### src/rtl/fab_cfg_pkg.sv
// Shared types and header field layout for the column configuration-frame loader.
package fab_cfg_pkg;

   typedef enum logic [2:0] {
      ST_IDLE,
      ST_DATA,
      ST_SKIP,
      ST_STROBE,
      ST_GAP
   } cfl_state_t;

   localparam logic [7:0] CFG_SYNC = 8'hFA;

   // Header word: [31:24] sync, [23:16] column, [8] data parity, [7:0] frame index
   localparam int SYNC_LSB = 24;
   localparam int SYNC_W   = 8;
   localparam int COL_LSB  = 16;
   localparam int COL_W    = 8;
   localparam int IDX_LSB  = 0;
   localparam int IDX_W    = 8;
   localparam int PAR_BIT  = 8;

endpackage

### src/rtl/frame_strobe_decoder.sv
// Converts a frame index into a one-hot write strobe; out-of-range or idle gives all zeros.
module frame_strobe_decoder
   import fab_cfg_pkg::*;
#(
   parameter int MAX_FRAMES = 20
) (
   input  logic [IDX_W-1:0]      index,
   input  logic                  fire,
   output logic [MAX_FRAMES-1:0] onehot
);

   always_comb begin
      onehot = '0;
      for (int i = 0; i < MAX_FRAMES; i++) begin
         onehot[i] = fire && (int'(index) == i);
      end
   end

endmodule

### src/rtl/column_frame_loader.sv
// Header/data frame loader driving FrameData and a one-hot FrameStrobe down one fabric column.
// Optional data-word parity checking is enabled by defining FRAME_PARITY_EN.
module column_frame_loader
   import fab_cfg_pkg::*;
#(
   parameter int         FRAME_BITS = 32,
   parameter int         MAX_FRAMES = 20,
   parameter logic [7:0] COL_ID     = 8'd0
) (
   input  logic                  UserCLK,
   input  logic                  RESET,
   input  logic                  cfg_valid,
   output logic                  cfg_ready,
   input  logic [FRAME_BITS-1:0] cfg_data,
   output logic [FRAME_BITS-1:0] FrameData,
   output logic [MAX_FRAMES-1:0] FrameStrobe,
   output logic                  err_sync,
   output logic                  err_range,
`ifdef FRAME_PARITY_EN
   output logic                  err_parity,
`endif
   output logic [15:0]           frames_written
);

   cfl_state_t              state;
   logic [IDX_W-1:0]        frame_idx;
   logic                    accept;
   logic                    fire;
   logic                    par_ok;
   logic [MAX_FRAMES-1:0]   strobe_next;
   logic [SYNC_W-1:0]       hdr_sync;
   logic [COL_W-1:0]        hdr_col;
   logic [IDX_W-1:0]        hdr_idx;

   assign accept   = cfg_valid && cfg_ready;
   assign hdr_sync = cfg_data[SYNC_LSB +: SYNC_W];
   assign hdr_col  = cfg_data[COL_LSB +: COL_W];
   assign hdr_idx  = cfg_data[IDX_LSB +: IDX_W];

   // The strobe is registered from the STROBE state, so it lands one cycle after FrameData settles
   assign fire = (state == ST_STROBE) && par_ok;

`ifdef FRAME_PARITY_EN
   logic hdr_par;
   logic par_match;
`else
   assign par_ok = 1'b1;
`endif

   frame_strobe_decoder #(
      .MAX_FRAMES(MAX_FRAMES)
   ) u_decoder (
      .index (frame_idx),
      .fire  (fire),
      .onehot(strobe_next)
   );

   always_ff @(posedge UserCLK) begin
      if (RESET) begin
         state          <= ST_IDLE;
         cfg_ready      <= 1'b0;
         FrameData      <= '0;
         FrameStrobe    <= '0;
         err_sync       <= 1'b0;
         err_range      <= 1'b0;
         frames_written <= 16'd0;
         frame_idx      <= '0;
`ifdef FRAME_PARITY_EN
         err_parity     <= 1'b0;
         hdr_par        <= 1'b0;
         par_match      <= 1'b1;
`endif
      end else begin
         FrameStrobe <= strobe_next;
         cfg_ready   <= 1'b1;
         case (state)
            ST_IDLE: begin
               if (accept) begin
                  if (hdr_sync != CFG_SYNC) begin
                     err_sync <= 1'b1;
                  end else if (hdr_col != COL_ID) begin
                     state <= ST_SKIP;
                  end else if (int'(hdr_idx) >= MAX_FRAMES) begin
                     err_range <= 1'b1;
                     state     <= ST_SKIP;
                  end else begin
                     frame_idx <= hdr_idx;
`ifdef FRAME_PARITY_EN
                     hdr_par   <= cfg_data[PAR_BIT];
`endif
                     state     <= ST_DATA;
                  end
               end
            end
            ST_DATA: begin
               if (accept) begin
                  FrameData <= cfg_data;
`ifdef FRAME_PARITY_EN
                  par_match <= (hdr_par == ^cfg_data);
`endif
                  cfg_ready <= 1'b0;
                  state     <= ST_STROBE;
               end
            end
            ST_SKIP: begin
               if (accept) begin
                  state <= ST_IDLE;
               end
            end
            ST_STROBE: begin
               cfg_ready <= 1'b0;
               state     <= ST_GAP;
               if (fire && (frames_written != 16'hFFFF)) begin
                  frames_written <= frames_written + 16'd1;
               end
`ifdef FRAME_PARITY_EN
               if (!par_ok) begin
                  err_parity <= 1'b1;
               end
`endif
            end
            ST_GAP: begin
               state <= ST_IDLE;
            end
            default: begin
               state <= ST_IDLE;
            end
         endcase
      end
   end

`ifdef FRAME_PARITY_EN
   assign par_ok = par_match;
`endif

endmodule

### config.mk
export PLATFORM = sky130hd
export DESIGN_NAME = column_frame_loader
export DESIGN_NICKNAME = d
export VERILOG_FILES = /design/src/rtl/fab_cfg_pkg.sv /design/src/rtl/frame_strobe_decoder.sv /design/src/rtl/column_frame_loader.sv
export SDC_FILE = /design/constraint.sdc
export NUM_CORES = 1
export LEC_CHECK = 0
export CORE_MARGIN = 2
export CORE_UTILIZATION = 35
export CTS_CLUSTER_DIAMETER = 80
export DETAILED_ROUTE_END_ITERATION = 16
export GPL_TIMING_DRIVEN = 1
export PLACE_DENSITY = 0.61
export SYNTH_ARGS = -nofsm -noshare
export SYNTH_HDL_FRONTEND = slang
export SYNTH_HIERARCHICAL = 1
export SYNTH_SLANG_ARGS = --single-unit
### constraint.sdc
create_clock -name UserCLK -period 5.5 [get_ports UserCLK]
set_input_delay 1.1 -clock UserCLK [delete_from_list [all_inputs] [get_ports UserCLK]]
set_output_delay 1.1 -clock UserCLK [all_outputs]
set_load 0.03 [all_outputs]
==> results of run 1 <==
[cell usage after synthesis, drive strengths merged (2+ instances only)]
library cell	number
nor2	9
nor3b	3
nor2b	22
mux2	2
nor3	26
inv	4
nand2	74
o21ai	3
clkbuf	18
buf	4
and2	2
o31ai	10
nor4	3
o41ai	2
and4	3
a21oi	53
and3	2
mux2i	2
or4	8
nand2b	2
nand3	10
dfxtp	82
nand4	11
nand4bb	3
or3	5
[layout make-up]
| class | instances | area (um2) |
|---|---|---|
| sequential | 82 | 1640 |
| clock buffer | 10 | 138 |
| inverter | 5 | 18.8 |
| multi-input combinational | 272 | 1540 |
| clock inverter | 5 | 78.8 |
| timing repair buffer | 107 | 1060 |
| fill | 904 | 4580 |
| tap | 111 | 139 |
[flip-flops by register name (all words and copies together) (netlist names)]
name,count
FrameData,32
FrameStrobe,20
cfg_ready,1
err_range,1
err_sync,1
frame_idx,8
frames_written,16
state,3
[metal layers]
metal	up-vias	global-route usage
met2	95	0.263
met1	1377	0.217
met4	0	0.0790
li1	1554	-
met5	-	0
met3	12	0.0416
[through the flow]
step,cells,power (mW)
after floorplan,381,0.623
after global placement,577,0.655
after detailed placement,577,0.656
after CTS,592,1.13
after global routing,592,1.16
final,592,1.11
[worst max-delay path: cells and delay by family]
family                 cells  cell delay [ns]
and+or+nand+nor            3             1.30
buffers and inverters      1             0.49
AOI/OAI and AO/OA          1             0.17
[worst max-delay path by stage]
| stage | startpoint | endpoint | depth (start not counted) |
|---|---|---|---|
| detailed placement | cfg_valid | FrameData[28] | 5 |
| CTS | cfg_valid | FrameData[28] | 5 |
| global route | cfg_valid | FrameData[22] | 5 |
| global placement | cfg_valid | FrameData[25] | 5 |
| finish | cfg_valid | FrameData[28] | 5 |
| floorplan | cfg_data[20] | err_range | 4 |
[logic make-up (layout without fill, tap and decap cells)]
family	Yosys count	count (layout)	synth area share
multiplexers	4	4	0.0129
AND/OR/NAND/NOR	189	189	0.311
buffers and inverters	27	127	0.0320
AO/OA/AOI/OAI	78	78	0.141
adder cells (fa/ha/maj)	1	1	0.00380
flip-flops	82	82	0.499
[power by group]
part	internal, mW	switching, mW	total, mW	leakage [nW]
registers	0.594	0.000726	0.595	0.661
logic	0.0254	0.0218	0.0472	0.751
clock network	0.265	0.207	0.472	0.112
total	0.884	0.230	1.11	1.52
==> impl_metrics.yaml, run 1 <==
status:
  status: "completed"
grt:
  antenna_found_initial: 0
  grt_usage: 0.168
  grt_pass1_wl_mm: 13.7
  grt-ovfl-total: 0
  grt_max_degree: 51
  first_global_vias: 2876
synthesis:
  yosysUniqueCellTypes: 47
  synth_area_per_cell_um2: 8.63
  synth_top_area_cell: "dfxtp_1"
  syn-instance-count: 381
  yosys_warnings: 6
  syn_nets: 417
  ys_seq_area_frac: 0.499
  synthFlopType: "dfxtp_1"
  synthArstFlopShare: 0
  synth-edff-count: 0
  synth_top_cell_area_share: 0.499
  ys_ff_latch: 82
  synth_area_leaders: "dfxtp_1, nand2_1, a21oi_1"
  syn_area_mm2: 0.00329
worst_hold_path:
  min-delay-start: "FrameData[16]"
  whs_path_depth: 2
  hold_end: "FrameData[16]"
  hold_path.class: "flop to flop"
sta:
  worst_slew_pin_slew_ns: 1.11
  slew_violations: 0
  fmax_mhz: 357
  grt_setup_unrepaired: "false"
  layout_min_cycle_time_ns: 2.80
  finalHoldViolCount: 0
  setup_violations: 0
  setup_ws_ns: 2.70
  setup_tns_ns: 0
  fin_skew_ns: 0.0104
  hold-worst-slack_ns: 0.459
  post-route-period-util: 0.509
  maxSlewHeadroom: 0.262
floorplan:
  start_util: 0.358
  fp.dieH_um: 101
  num_rows: 35
  chipWidth_um: 101
  dieArea_mm2: 0.0102
  coreArea_mm2: 0.00920
  io_pins: 106
detailed_routing:
  drt_wl_total_mm: 8.32
  viasPerCell: 5.13
  wire_per_inst_um: 14.1
  maxUsedRoutingLayer: "met4"
  met1_length_mm: 3.75
  wl_met2_mm: 3.91
  via_count: 3038
  ant_nets: 0
  first_pass_iters: 4
  drt_iter0_drc: 148
  drc: 0
  wl_met3_um: 471
worst_setup_path:
  r2r-start: "state[0]"
  required_ns: 5.77
  cp_max_fo: 32
  crit_slowest_cell: "and2_1"
  ff2ff_setup_slack_ns: 3.30
  start_kind: "input pin"
  end_kind: "flop"
  slowest_delay_ns: 0.87
  worstPathArrival_ns: 3.07
  rr_endpoint: "frames_written[15]"
  crit_chain: "clkdlybuf4s50_1 > and4bb_2 > and2_1 > nand2_1 > a21oi_1"
  worstSetupPathType: "input pin to flop"
  r2r_cells: 4
power_and_ir_drop:
  powerDensity_mw_per_mm2: 241
  peakVddDrop_uv: 129
  leakage_nw: 1.52
run:
  cap_violations: 0
layout:
  layout_common_cells: "clkdlybuf4s50_1, dfxtp_1, nand2_1, a21oi_1"
  final_common_cell: "clkdlybuf4s50_1"
  fin_util: 0.502
  diodes: 0
  syn2layout_area_growth_pct: 40.4
  drive_gt1_frac: 0.0686
  final_area_mm2: 0.00462
  nets: 513
placed_design:
  place_area_mm2: 0.00440
  io_buffers: 105
  dpl.hpwl_mm: 5.91
  post-place-ws_ns: 2.31
  gp_congestion: 0.794
clock_tree:
  cts_hold_buf: 0
  clock_path_buffers: 2
  cts_htree_levels: 3
  clock-sinks: 82
  cts_setup_buffers: 0
  clock_latency_ns: 0.34
  cts_tree: "done"
  cts_inserted_buffers: 9
  cts_resized: 0
  cts-root-buf: "clkbuf_8"
  clk_pin_slew_ns: 0.08
Power figures use the tool's default switching activity.
==> run 2, diff against run 1 <==
PLACE_DENSITY = 0.64   (was 0.61)
clock period = 2.5 ns   (was 5.5 ns; I/O delays follow)
==> run 2 against run 1 <==
  * Design area about the same
  * Sequential power up 120%
  * Power up 100%
  * Non-clock buffer count up 6
  * Die area unchanged
  * Via count up 0.82%
==> impl_metrics.yaml, run 2 (same netlist as run 1, synthesis figures left out) <==
clock_tree:
  cts_setup_buffers: 0
  clock-sinks: 82
  cts_tree: "done"
  clock_path_buffers: 2
  cts_resized: 0
  cts-root-buf: "clkbuf_8"
  cts_htree_levels: 3
  cts_inserted_buffers: 9
  clk_pin_slew_ns: 0.07
  clock_latency_ns: 0.34
  cts_hold_buf: 0
grt:
  antenna_found_initial: 0
  grt_usage: 0.164
  grt-ovfl-total: 0
  first_global_vias: 2812
  grt_pass1_wl_mm: 13.6
  grt_max_degree: 33
sta:
  maxSlewHeadroom: 0.567
  worst_slew_pin_slew_ns: 0.650
  layout_min_cycle_time_ns: 2.08
  finalHoldViolCount: 0
  setup_tns_ns: 0
  fin_skew_ns: 0.0120
  setup_violations: 0
  post-route-period-util: 0.831
  grt_setup_unrepaired: "false"
  fmax_mhz: 481
  slew_violations: 0
worst_hold_path:
  whs_path_depth: 2
  min-delay-start: "FrameData[26]"
  hold_path.class: "flop to flop"
run:
  cap_violations: 0
layout:
  final_common_cell: "clkdlybuf4s50_1"
  syn2layout_area_growth_pct: 40.4
  nets: 519
  fin_cells: 598
  layout_common_cells: "clkdlybuf4s50_1, dfxtp_1, nand2_1, a21oi_1"
  diodes: 0
  reg_top3: "FrameData: 32 flops, FrameStrobe: 20 flops, frames_written: 16 flops"
  drive_gt1_frac: 0.0780
  top_register: "FrameData"
  largest_register_ffs: 32
  fillers: 907
placed_design:
  gp_congestion: 0.778
  io_buffers: 105
  dpl.hpwl_mm: 5.97
  place_inst: 583
detailed_routing:
  first_pass_iters: 4
  drc: 0
  viasPerCell: 5.12
  drt_wl_total_mm: 8.20
  via_count: 3063
  drt_iter0_drc: 98
  ant_nets: 0
  wire_per_inst_um: 13.7
floorplan:
  chipWidth_um: 101
  io_pins: 106
  dieArea_mm2: 0.0102
  fp.dieH_um: 101
  coreArea_mm2: 0.00920
  start_util: 0.358
  num_rows: 35
power_and_ir_drop:
  peakVddDrop_uv: 293
  leakage_nw: 1.52
  powerDensity_mw_per_mm2: 489
  p_total_mw: 2.26
worst_setup_path:
  endpoint: "frame_idx[6]"
  r2r-start: "frames_written[5]"
  end_kind: "flop"
  worstPathArrival_ns: 2.29
  cp_max_fo: 7
  worstSetupPathType: "input pin to flop"
  crit_start: "cfg_data[25]"
  required_ns: 2.71
  r2r_cells: 4
  ff2ff_setup_slack_ns: 0.46
  rr_endpoint: "frames_written[13]"
  start_kind: "input pin"
status:
  status: "completed"
run 2: cell count changes in the layout (fill, tap and decap cells not counted):
cell,before,now
buf_4,2,8
clkinv_2,2,1
clkinvlp_4,0,2
clkbuf_1,0,1
bufinv_16,2,0
run 2: layout make-up:
cell class	count	area, um2	share of cell area
clock inverter	4	28.8	0.00623
clock buffer	11	141	0.0306
multi-input combinational	272	1540	0.334
tap	111	139	0.0301
inverter	5	18.8	0.00407
timing repair buffer	113	1110	0.240
sequential	82	1640	0.356
run 2: worst max-delay path, cell delays in order:
cell and delay, ns:
clkdlybuf4s50_1 0.47, nor4bb_1 0.49, nand3_1 0.35, nor3_1 0.38, nor3b_1 0.09
run 2: worst min path at each step:
stage / endpoint / slack, ns
after floorplan: frame_idx[6] / 0.45
after global placement: FrameData[18] / 0.44
after detailed placement: FrameData[16] / 0.45
after CTS: FrameData[16] / 0.46
after global routing: FrameData[2] / 0.48
final: FrameData[26] / 0.46
run 2: routing by layer:
| metal | GRT usage | vias up | routed length, um |
|---|---|---|---|
| met1 | 0.219 | 1420 | 3770 |
| met4 | 0.0561 | 0 | 112 |
| met5 | 0 | - | 0 |
| li1 | - | 1564 | - |
| met3 | 0.0374 | 9 | 427 |
| met2 | 0.263 | 70 | 3890 |
run 2: where the power goes:
part	switching, mW	total (mW)	internal (mW)
Clock	0.461	0.844	0.383
Combinational	0.0471	0.104	0.0570
Sequential	0.00146	1.31	1.31
Total	0.510	2.26	1.75
run 2: metrics by stage:
stage	setup WS (ns)	hold slack (ns)	instance area [um2]	util
after CTS	0.415	0.460	4620	0.502
after global routing	0.199	0.479	4620	0.502
after floorplan	0.369	0.451	3290	-
after global placement	0.133	0.441	4450	0.484
after detailed placement	0.0704	0.448	4450	0.484
final	0.422	0.456	4620	0.502
==> run 3, diff against run 2 <==
clock period = 1.9 ns   (was 2.5 ns; I/O delays follow)
==> run 3 against run 2 <==
  * Setup slack worse by 0.37 ns
  * Wire length is 1.3% higher
  * Register-to-register slack worse by 0.37 ns
  * Sequential share of layout area is 1.6 points lower
  * Die area stayed put
==> impl_metrics.yaml, run 3 (same netlist as run 1, synthesis figures left out) <==
detailed_routing:
  first_pass_iters: 4
  drc: 0
  met1_length_mm: 3.83
  via_count: 3103
  wire_per_inst_um: 13.4
  drt_iter0_drc: 113
  drt_wl_total_mm: 8.31
  ant_nets: 0
  wl_met2_mm: 3.89
  wl_met3_um: 521
  maxUsedRoutingLayer: "met4"
  viasPerCell: 5.00
grt:
  antenna_found_initial: 0
  grt_pass1_wl_mm: 13.7
  grt_max_degree: 33
  first_global_vias: 2889
  grt-ovfl-total: 0
  grt_usage: 0.168
layout:
  top_register: "FrameData"
  nets: 541
  syn2layout_area_growth_pct: 48.3
  final_common_cell: "clkdlybuf4s50_1"
  diodes: 0
  largest_register_ffs: 32
  drive_gt1_frac: 0.145
  fin_cells: 620
  reg_top3: "FrameData: 32 flops, FrameStrobe: 20 flops, frames_written: 16 flops"
  layout_common_cells: "clkdlybuf4s50_1, nand2_1, dfxtp_1, a21oi_1, buf_4"
worst_setup_path:
  cpLargestDelayFamily: "buffers and inverters"
  r2r-start: "frames_written[3]"
  end_kind: "primary output"
  slowest_delay_ns: 0.67
  crit_chain: "buf_4 > clkdlybuf4s50_1"
  cp_max_fo: 6
  start_kind: "flop"
  required_ns: 1.52
  r2r_cells: 5
  rr_endpoint: "frames_written[10]"
  worstPathArrival_ns: 1.47
  worstSetupPathType: "flop to primary output"
  critical_path_buf_inv_count: 2
  crit_slowest_cell: "clkdlybuf4s50_1"
  ff2ff_setup_slack_ns: 0.09
sta:
  setup_violations: 0
  fmax_mhz: 540
  maxSlewHeadroom: 0.570
  hold-worst-slack_ns: 0.398
  grt_setup_unrepaired: "false"
  fin_skew_ns: 0.0105
  worst_slew_pin_slew_ns: 0.644
  post-route-period-util: 0.975
  slew_violations: 0
  finalHoldViolCount: 0
  layout_min_cycle_time_ns: 1.85
clock_tree:
  clock_path_buffers: 2
  clock-sinks: 82
  cts_tree: "done"
  cts-root-buf: "clkbuf_8"
  cts_inserted_buffers: 9
  clk_pin_slew_ns: 0.08
  cts_setup_buffers: 0
  cts_htree_levels: 3
  clock_latency_ns: 0.34
worst_hold_path:
  hold_path.class: "input pin to flop"
  hold_end: "frames_written[4]"
  whs_path_depth: 2
  min-delay-start: "RESET"
floorplan:
  dieArea_mm2: 0.0102
  num_rows: 35
  io_pins: 106
  chipWidth_um: 101
  coreArea_mm2: 0.00920
  fp.dieH_um: 101
  start_util: 0.358
power_and_ir_drop:
  peakVddDrop_uv: 344
  p_total_mw: 3.10
  powerDensity_mw_per_mm2: 636
  leakage_nw: 1.76
status:
  status: "completed"
placed_design:
  gp_congestion: 0.856
  dpl.hpwl_mm: 6.09
  io_buffers: 105
  place_inst: 605
run:
  cap_violations: 0
## run 3: cell count changes in the layout (fill, tap and decap cells not counted), moves of 2 or more
cell	previous run	this run
dfxtp_1	82	73
buf_4	8	28
dfxtp_4	0	2
clkdlybuf4s50_1	104	99
dfxtp_2	0	7
buf_12	0	2
dlymetal6s2s_1	0	5
## run 3: repair_timing
action                     CTS  global route
setup endpoints to repair    0            13
hold buffers                 0             0
gates resized for setup      0            10
## run 3: layout make-up
| class | instances | area, um2 |
|---|---|---|
| Fill cell | 904 | 4320 |
| Sequential cell | 82 | 1660 |
| Inverter | 5 | 18.8 |
| Multi-Input combinational cell | 272 | 1560 |
| Tap cell | 111 | 139 |
| Clock buffer | 10 | 138 |
| Timing Repair Buffer | 135 | 1310 |
| Clock inverter | 5 | 53.8 |
## run 3: report_power, final
group / internal [mW] / switching, mW / leakage (nW) / total [mW]
clock: 0.633 / 0.602 / 0.0985 / 1.23
combinational: 0.0834 / 0.0640 / 0.995 / 0.147
sequential: 1.72 / 0.00187 / 0.666 / 1.72
## run 3: how the worst max path moves through the flow
stage | startpoint | endpoint | slack [ns] | depth (start not counted)
4_1_cts | frames_written[0] | frames_written[0] | 0.002 | 2
2_1_floorplan | frames_written[7] | frames_written[15] | 0.006 | 5
5_1_grt | cfg_data[25] | frame_idx[4] | 0.006 | 6
6_report | frames_written[4] | frames_written[4] | 0.05 | 2
3_5_place_dp | cfg_data[25] | frame_idx[5] | -0.24 | 6
3_3_place_gp | cfg_data[25] | frame_idx[7] | -0.20 | 6
## run 3: stage by stage
| step | instance area (um2) | util | setup TNS, ns | setup slack, ns |
|---|---|---|---|---|
| 3_3_place_gp | 4650 | 0.506 | -1.65 | -0.203 |
| 3_5_place_dp | 4650 | 0.506 | -1.96 | -0.239 |
| 6_report | 4880 | 0.530 | 0 | 0.0474 |
| 5_1_grt | 4880 | 0.530 | 0 | 0.00559 |
| 4_1_cts | 4840 | 0.527 | 0 | 0.00154 |
| 2_1_floorplan | 3300 | - | 0 | 0.00618 |
## run 3: layer usage
metal  GRT usage  up-vias
li1            -     1603
met1       0.213     1414
met2       0.279       79
met3      0.0437        7
met4      0.0499        0
met5           0        -
